--- src/rtl/pru_pkg.sv ---
// Shared types for the PRU draw-command scheduler.
// Latency: n/a (types and constants only).
// Backpressure: n/a.
package pru_pkg;

  localparam int CMD_W = 42;

  typedef enum logic [1:0] {
    RECT   = 2'b00,
    CIRCLE = 2'b01
  } shape_e;

  // Shape is kept as raw bits so unknown encodings are forwarded untouched;
  // the PRU decides what to do with them.
  typedef struct packed {
    logic [1:0] shape;
    logic [1:0] color;
    logic [9:0] row;
    logic [8:0] col;
    logic [9:0] width;
    logic [8:0] hr;
  } pru_cmd_t;

  typedef enum logic [1:0] {
    IDLE    = 2'd0,
    ISSUE   = 2'd1,
    RELEASE = 2'd2
  } sched_state_e;

endpackage

--- src/rtl/pru_cmd_fifo.sv ---
// Synchronous command FIFO with show-ahead head (dout valid whenever !empty).
// Latency: a push at edge N is visible on dout/count after edge N.
// Backpressure: caller must not push when full unless it pops in the same cycle.
// Ports: clk, rst_n | push, din | pop, dout | full, empty, count.
module pru_cmd_fifo #(
  parameter int WIDTH = 42,
  parameter int DEPTH = 4
) (
  input  logic                     clk,
  input  logic                     rst_n,
  input  logic                     push,
  input  logic                     pop,
  input  logic [WIDTH-1:0]         din,
  output logic [WIDTH-1:0]         dout,
  output logic                     full,
  output logic                     empty,
  output logic [$clog2(DEPTH):0]   count
);
  localparam int AW = $clog2(DEPTH);

  logic [WIDTH-1:0] mem [DEPTH];
  logic [AW-1:0]    wr_ptr;
  logic [AW-1:0]    rd_ptr;

  always_ff @(posedge clk or negedge rst_n) begin
    if (!rst_n) begin
      wr_ptr <= '0;
      rd_ptr <= '0;
      count  <= '0;
    end else begin
      if (push) wr_ptr <= wr_ptr + 1'b1;
      if (pop)  rd_ptr <= rd_ptr + 1'b1;
      case ({push, pop})
        2'b10:   count <= count + 1'b1;
        2'b01:   count <= count - 1'b1;
        default: ;
      endcase
    end
  end

  // Storage needs no reset: nothing reads it until count says it is valid.
  always_ff @(posedge clk) begin
    if (push) mem[wr_ptr] <= din;
  end

  assign dout  = mem[rd_ptr];
  assign full  = (count == (AW+1)'(DEPTH));
  assign empty = (count == '0);

endmodule

--- src/rtl/pru_draw_scheduler.sv ---
// Round-robin arbitrates two draw requesters into a queue and issues one command at a time to the PRU.
// Latency: accept at edge N into an idle, empty scheduler -> pru_start high from edge N+2.
// Backpressure: req_ready drops while the queue is full and no pop is happening this cycle.
// Ports: req_valid/req_ready/req_cmd (port0 = CPU MMIO, port1 = sprite logic), pru_* (engine command
//        + start/busy/done handshake), q_count/sched_idle (status), timeout_err/err_clr (watchdog).
module pru_draw_scheduler
  import pru_pkg::*;
#(
  parameter int DEPTH       = 4,
  parameter int TIMEOUT_CYC = 400000
) (
  input  logic                    clk,
  input  logic                    rst_n,
  input  logic [1:0]              req_valid,
  output logic [1:0]              req_ready,
  input  logic [2*CMD_W-1:0]      req_cmd,
  output logic                    pru_start,
  output logic [1:0]              pru_shape,
  output logic [1:0]              pru_color,
  output logic [9:0]              pru_row,
  output logic [8:0]              pru_col,
  output logic [9:0]              pru_width,
  output logic [8:0]              pru_hr,
  input  logic                    pru_busy,
  input  logic                    pru_done,
  output logic [$clog2(DEPTH):0]  q_count,
  output logic                    sched_idle,
  output logic                    timeout_err,
  input  logic                    err_clr
);
  localparam int WD_W = $clog2(TIMEOUT_CYC + 1);

  sched_state_e       state, state_nxt;
  logic               rr_ptr;
  logic [1:0]         grant;
  logic               push, pop, full, empty, can_push;
  logic [CMD_W-1:0]   push_cmd, head_dout;
  pru_cmd_t           cmd_q;
  logic [WD_W-1:0]    wd_cnt;
  logic               wd_hit;
  logic               start_nxt;
  logic               err_set;

  // ---------------- arbiter ----------------
  // A pop frees a slot in the same cycle, so a full queue can still take a push.
  assign can_push = !full || pop;

  always_comb begin
    grant = 2'b00;
    if (can_push) begin
      if (rr_ptr == 1'b0) begin
        if      (req_valid[0]) grant = 2'b01;
        else if (req_valid[1]) grant = 2'b10;
      end else begin
        if      (req_valid[1]) grant = 2'b10;
        else if (req_valid[0]) grant = 2'b01;
      end
    end
  end

  assign req_ready = grant;
  assign push      = |grant;
  assign push_cmd  = grant[1] ? req_cmd[CMD_W +: CMD_W] : req_cmd[0 +: CMD_W];

  // After serving port 0 favour port 1, and vice versa.
  always_ff @(posedge clk or negedge rst_n) begin
    if (!rst_n)    rr_ptr <= 1'b0;
    else if (push) rr_ptr <= grant[0];
  end

  pru_cmd_fifo #(.WIDTH(CMD_W), .DEPTH(DEPTH)) u_fifo (
    .clk   (clk),
    .rst_n (rst_n),
    .push  (push),
    .pop   (pop),
    .din   (push_cmd),
    .dout  (head_dout),
    .full  (full),
    .empty (empty),
    .count (q_count)
  );

  // ---------------- issue FSM ----------------
  assign wd_hit = (wd_cnt == WD_W'(TIMEOUT_CYC - 1));

  always_ff @(posedge clk or negedge rst_n) begin
    if (!rst_n) state <= IDLE;
    else        state <= state_nxt;
  end

  always_comb begin
    state_nxt = state;
    case (state)
      IDLE:    if (!empty)                state_nxt = ISSUE;
      ISSUE:   if (pru_done || wd_hit)    state_nxt = RELEASE;
      RELEASE: if (!pru_done && !pru_busy) state_nxt = IDLE;
      default:                            state_nxt = IDLE;
    endcase
  end

  // start_nxt is registered, so start lags ISSUE entry by one cycle and
  // drops on the same edge that leaves ISSUE.
  always_comb begin
    pop       = 1'b0;
    start_nxt = 1'b0;
    err_set   = 1'b0;
    case (state)
      IDLE:  pop = !empty;
      ISSUE: begin
        start_nxt = !(pru_done || wd_hit);
        err_set   = !pru_done && wd_hit;
      end
      default: ;
    endcase
  end

  always_ff @(posedge clk or negedge rst_n) begin
    if (!rst_n) begin
      pru_start   <= 1'b0;
      cmd_q       <= '0;
      wd_cnt      <= '0;
      timeout_err <= 1'b0;
    end else begin
      pru_start <= start_nxt;
      // Pop is the only way into ISSUE, so it doubles as the watchdog clear.
      if (pop) begin
        cmd_q  <= head_dout;
        wd_cnt <= '0;
      end else if (state == ISSUE && !(&wd_cnt)) begin
        wd_cnt <= wd_cnt + 1'b1;
      end
      if (err_clr)      timeout_err <= 1'b0;
      else if (err_set) timeout_err <= 1'b1;
    end
  end

  assign pru_shape  = cmd_q.shape;
  assign pru_color  = cmd_q.color;
  assign pru_row    = cmd_q.row;
  assign pru_col    = cmd_q.col;
  assign pru_width  = cmd_q.width;
  assign pru_hr     = cmd_q.hr;
  assign sched_idle = empty && (state == IDLE);

endmodule
--- config.mk ---
export PLATFORM = sky130hd
export DESIGN_NAME = pru_draw_scheduler
export DESIGN_NICKNAME = d
export VERILOG_FILES = /design/src/rtl/pru_pkg.sv /design/src/rtl/pru_cmd_fifo.sv /design/src/rtl/pru_draw_scheduler.sv
export SDC_FILE = /design/constraint.sdc
export NUM_CORES = 1
export LEC_CHECK = 0
export ABC_AREA = 1
export CORE_MARGIN = 4
export CORE_UTILIZATION = 61
export CTS_BUF_LIST = sky130_fd_sc_hd__clkbuf_2
export CTS_CLUSTER_DIAMETER = 100
export DETAILED_ROUTE_END_ITERATION = 6
export PLACE_DENSITY = 0.95
export SLEW_MARGIN = 40
export SYNTH_ARGS = -nofsm -noshare
export SYNTH_HDL_FRONTEND = slang
export SYNTH_SLANG_ARGS = --single-unit
--- constraint.sdc ---
create_clock -name clk -period 4.7 [get_ports clk]
set_input_delay 0.705 -clock clk [delete_from_list [all_inputs] [get_ports clk]]
set_output_delay 0.705 -clock clk [all_outputs]
set_load 0.005 [all_outputs]
After elaboration in Yosys (flattened, before gate mapping):

Memory sizes are Yosys's and may differ from the RTL's. A register that Yosys moved wholly into a read port is not among the register bits.
Index checks and enable logic that the tools add are counted.

* add/sub/neg operators: 5
* equal/unequal tests: 9
* multiplexer cells: 21
* reductions and logical operators: 21

Operators with widths (count)
* $mux W42: 1
* $mux W19: 2
* $add A19 B1 Y19 const B: 1
* $eq A19 B19 Y1 const B: 1
* $reduce_and A19 Y1: 1
* $mux W2: 8
* $mux W1: 8
* $logic_not A1 Y1: 7
* $ne A2 B2 Y1 const B: 3
* $pmux W2 S3: 1
* $pmux W3 S2: 1
* $reduce_bool A2 Y1: 3
* $add A2 B1 Y2 const B: 2
* $eq A2 B1 Y1 const B: 2
* $eq A2 B2 Y1 const B: 2
* $logic_and A1 B1 Y1: 4
* $add A3 B1 Y3 const B: 1
* $eq A3 B3 Y1 const B: 1
* $logic_not A3 Y1: 1
* $reduce_and A3 Y1: 1
* $sub A3 B1 Y3 const B: 1
* $logic_not A2 Y1: 1
* $logic_or A1 B1 Y1: 2
* $reduce_or A2 Y1: 1

* register bits after elaboration: 31
* bits in writable memories: 168
* bits of input ports: 91
* output and inout bits: 50
* word-level logic and storage cells: 65
* memories kept: 1

Memories
* u_fifo.mem: depth 4, width 42, rd ports 1, clocked after memory_dff 1, write ports 1, line pru_cmd_fifo.sv:21 `logic [WIDTH-1:0] mem [DEPTH];`

Logic depth before layout (Yosys ltp):

* depth in word-level cells: 8
* gate-level depth with buffers: 13
* depth with buffers taken out: 13

Cells and area by module:

Synthesis repeated with hierarchy kept, for this count alone.

* cell total of the unflattened synthesis: 1060
* area total of the unflattened synthesis: 10747.8 sq um

By module, submodules not included
* pru_cmd_fifo: times used 1, cells each 539, area an instance 7158.1 sq um
* pru_draw_scheduler: times used 1, cells each 521, area an instance 3589.7 sq um

Least setup slack after synthesis:

No wires, ideal clock.

* path kind: input -> register
* start point: input port req_valid[0]
* end point: memory u_fifo.mem[0][0], enable pin
* library setup time: 0.441 ns
* data arrival time: 3.001 ns
* required time: 4.259 ns
* path slack: 1.258 ns
* stages: 7
* path through: nand2_1 nand2_1 inv_1 nand2_1 nand2_1 inv_1 nor2_1

* cells in the longest elaborated chain, start to end: 7
* elaborated cells on any way between the ends: 8
* those cells by class: mux: 7; reduce/logical: 1

Ends and longest elaborated chain
* start, declared: line pru_draw_scheduler.sv:14 `input logic [1:0] req_valid,`
* $mux W1: line pru_draw_scheduler.sv:56 `else if (req_valid[0]) grant = 2'b01;`
* $mux W2: line pru_draw_scheduler.sv:55 `if (req_valid[1]) grant = 2'b10;`
* $mux W2 (*): line pru_draw_scheduler.sv:51 `if (rr_ptr == 1'b0) begin`
* $mux W2 (*): line pru_draw_scheduler.sv:50 `if (can_push) begin`
* $reduce_or A2 Y1 (*): line pru_draw_scheduler.sv:62 `assign push = |grant;`
* $mux W1 (*): line pru_cmd_fifo.sv:43 `if (push) mem[wr_ptr] <= din;`
* $mux W1 (not written as such) (*): line pru_cmd_fifo.sv:43
* end, declared: line pru_cmd_fifo.sv:21

Mark *: on every way between the ends. The rest lies on a longest branch, timed or not.

Worst setup path after layout:

* start point: register u_fifo.count[1]
* end point: output port req_ready[1]

* cells in the longest elaborated chain, start to end: 5
* elaborated cells on any way between the ends: 7
* those cells by class: eq/ne: 1; mux: 2; reduce/logical: 4

Ends and longest elaborated chain
* start, declared: line pru_cmd_fifo.sv:17 `output logic [$clog2(DEPTH):0] count`
* start signal, assigned: line pru_cmd_fifo.sv:34 `2'b10: count <= count + 1'b1;`
* start signal, assigned: line pru_cmd_fifo.sv:35 `2'b01: count <= count - 1'b1;`
* $logic_not A3 Y1: line pru_cmd_fifo.sv:48 `assign empty = (count == '0);`
* $logic_not A1 Y1: line pru_draw_scheduler.sv:108 `IDLE: pop = !empty;`
* $mux W1: line pru_draw_scheduler.sv:107 `case (state)`
* $logic_or A1 B1 Y1 (*): line pru_draw_scheduler.sv:46 `assign can_push = !full || pop;`
* $mux W2 (*): line pru_draw_scheduler.sv:50
* end, declared: line pru_draw_scheduler.sv:15 `output logic [1:0] req_ready,`

Marks and branches as above.

==> impl_metrics.py <==
metrics = {
    "clock_tree": {
        "cts-resized-gates": 0,
        "insertion_delay_ps": 870,
        "htree_levels": 2,
        "clkSinkCount": 241,
        "numCtsBuffers": 56,
        "cts_tree": "done",
        "postCtsSetupBuffers": 0,
        "cts_root_buffer": "clkbuf_2",
        "clk_pin_slew_worst_paths_ps": 100,
        "clk_path_buf_depth": 3,
    },
    "drt": {
        "via_per_inst": 5.72,
        "drt_iter0_drc": 1009,
        "post_drt_wl_per_cell_um": 18.2,
        "drt-pass1-iter-count": 5,
        "vias": 7994,
        "wirelength_um": 25400,
        "ant_nets": 0,
        "drc": 0,
    },
    "sta": {
        "finalSetupViolations": 0,
        "setup_ws_ps": 1220,
        "fmax_mhz": 287,
        "fin_crit_ps": 3480,
        "finalHoldViolations": 0,
        "fin_tns_setup_ps": 0,
        "finalHoldWorstSlack_ps": 417,
        "fin_crit_sh_pct": 74.0,
        "maxSlewHeadroom_pct": 49.8,
        "drv_slew": 0,
        "rsz0062_at_grt": "false",
        "finClkSkew_ps": 84.1,
        "worst_slew_pin_slew_ps": 752,
    },
    "placement": {
        "hpwl_um": 14600,
        "dp_slack_ps": 1090,
        "routabilityCongestion": 0.942,
        "port_buffers": 140,
    },
    "critical_path": {
        "critPathLaunch": "u_fifo.count[1]$_DFFE_PN0P_",
        "crit_slowest_cell": "nand2_2",
        "endpoint": "req_ready[1]",
        "r2r_cells": 11,
        "start_kind": "register",
        "reg2reg_slack_ps": 1570,
        "cp.required_ps": 3990,
        "crit_family": "simple AND/OR/NAND/NOR gates",
        "reg2reg_to": "u_fifo.count[2]$_DFFE_PN0P_",
        "r2r_start": "u_fifo.count[1]$_DFFE_PN0P_",
        "worstSetupEndpointType": "output pin",
        "cp.depth": 5,
        "critPathArrivalTime_ps": 2780,
        "max_stage_delay_ps": 500,
        "worst-path-buf-inv": 2,
        "critical_path_class": "register to output pin",
        "crit_chain": "nor2_1, nand3_1, nand2_2, clkinv_1, clkdlybuf4s50_1",
        "critPathMaxFanout": 31,
    },
    "synth": {
        "synthSimpleGateAreaFrac_pct": 19.2,
        "synth-xor-area-share_pct": 1.38,
        "syn-num-nets": 1075,
        "synthCells": 977,
        "syn_area_per_cell_um2": 10.4,
        "muxShareOfSynthArea_pct": 0,
        "ys_seq_elements": 241,
        "synth_edf_count": 168,
        "synth_top_family_by_area": "simple AND/OR/NAND/NOR gates",
        "synth-async-reset-ratio_pct": 30.3,
        "netlist_top_cells_area": "edfxtp_1 50%, dfrtp_1 18%, nor2_1 9.3%",
        "syn_area_um2": 10100,
        "ys_types": 28,
        "synth_ff_type": "edfxtp_1",
        "synth-compound-area-share_pct": 7.32,
        "yosysTopAreaCell": "edfxtp_1",
        "synth_fa_ha_area_share_pct": 0.938,
        "synth_top_area_share_pct": 49.8,
        "synth_seq_area_share_pct": 67.8,
        "synth_warnings": 0,
    },
    "layout": {
        "nNetsFinal": 1233,
        "seqCellArea_um2": 6880,
        "nFillCells": 940,
        "n_antenna_cell": 0,
        "multi_input_area_um2": 2960,
        "mostFrequentLayoutCell": "nor2_1",
        "syn_to_final_growth_pct": 20.8,
        "drive_above_1_share_pct": 10.2,
        "layout_common_cells": "246 x nor2_1, 206 x nand2_1, 168 x edfxtp_1",
        "postLayoutCoreUtil_pct": 76.3,
    },
    "floorplanning": {
        "core_um2": 16100,
        "io_pins": 141,
        "dieArea_um2": 18700,
        "row_count": 46,
        "die_h_um": 137,
        "die_w_um": 137,
        "start_util_pct": 63.1,
    },
    "flow_run": {
        "maxCapViolCount": 0,
    },
    "pwr": {
        "ir_drop_v": 0.000509,
        "leakagePower_nw": 4.89,
        "p_per_area_nw_per_um2": 631,
        "total_power_mw": 7.73,
    },
    "global_routing": {
        "grt_max_degree": 94,
        "grt_pass1_vias": 7975,
        "grt_pass1_wl_um": 39000,
        "overflow": 0,
        "grt_antenna_before_repair": 0,
        "grt.total_usage_pct": 26.9,
    },
    "min_path": {
        "hold_depth": 2,
        "holdCritPathClass": "input port to register",
    },
    "run_status": {
        "outcome": "finished clean",
    },
}
[per-stage QoR]
stage          cell area [um2]  instances
2_1_floorplan            10100        977
3_3_place_gp             11700       1292
3_5_place_dp             11700       1292
4_1_cts                  12200       1398
5_1_grt                  12200       1398
6_report                 12200       1398
[cells in the mapped netlist, drive strengths merged, types with 7 or more instances]
master	instances
nor2	252
nand4	7
xor2	15
a31oi	43
buf	17
nand3	17
edfxtp	168
o21ai	89
inv	31
clkbuf	32
dfrtp	73
nand2	212
[cell families (layout without fill, tap and decap cells)]
kind of cell,Yosys count,count (layout)
and+or+nand+nor,494,494
buffers and inverters,82,287
AOI/OAI and AO/OA,137,137
DFF,241,241
xor gates and xnor gates,16,16
adders and majority gates,7,7
[layout make-up]
type,instances,area share [%]
Inverter,33,1.09
Clock buffer,82,3.35
Tap cell,216,2.21
Multi-Input combinational cell,654,24.1
Timing Repair Buffer,149,12.1
Clock inverter,23,0.981
Sequential cell,241,56.1
[where the power goes]
| group | internal, mW | leakage (nW) | total (mW) | switching [mW] |
|---|---|---|---|---|
| logic | 1.01 | 2.06 | 2.86 | 1.85 |
| clock network | 0.528 | 0.398 | 1.36 | 0.830 |
| registers | 3.14 | 2.43 | 3.51 | 0.370 |
[sequential cells by signal (all words and copies together), names as in the netlist]
signal         cells
pru_col            9
pru_color          2
pru_hr             9
pru_row           10
pru_shape          2
pru_start          1
pru_width         10
rr_ptr             1
state              2
timeout_err        1
u_fifo.count       3
u_fifo.mem       168
u_fifo.rd_ptr      2
u_fifo.wr_ptr      2
wd_cnt            19
[worst register-to-register path, stage by stage, from the launching register on]
cell and delay, ps:
dfrtp_1 420, nor2_1 140, nand3_1 210, nand2_2 500
nand2_1 230, inv_1 360, ha_1 210, inv_1 80
fa_1 400, a21oi_1 190, o21ai_0 130, xor2_1 160
[layer usage]
layer,global-route usage (%),share of wire [%],up-vias,wire length [um]
li1,-,-,3634,-
met1,31.6,35,3788,8980
met2,47.0,51,484,13100
met3,6.62,9.9,88,2510
met4,11.9,3.3,0,834
met5,0,0,-,0
[what timing repair did]
item	4_1_cts	5_1_grt
hold buffers	1	0
setup endpoints to repair	0	0
hold endpoints to repair	73	0
[how the worst min path moves through the flow]
stage / start / end / slack (ps)
2_1_floorplan: rst_n / pru_col[0]$_DFFE_PN0N_ / 410
4_1_cts: err_clr / timeout_err$_DFFE_PN0P_ / 360
6_report: err_clr / timeout_err$_DFFE_PN0P_ / 420
3_5_place_dp: u_fifo.count[0]$_DFFE_PN0P_ / u_fifo.count[0]$_DFFE_PN0P_ / 510
5_1_grt: err_clr / timeout_err$_DFFE_PN0P_ / 350
3_3_place_gp: timeout_err$_DFFE_PN0P_ / timeout_err$_DFFE_PN0P_ / 500
Power figures use the tool's default switching activity.
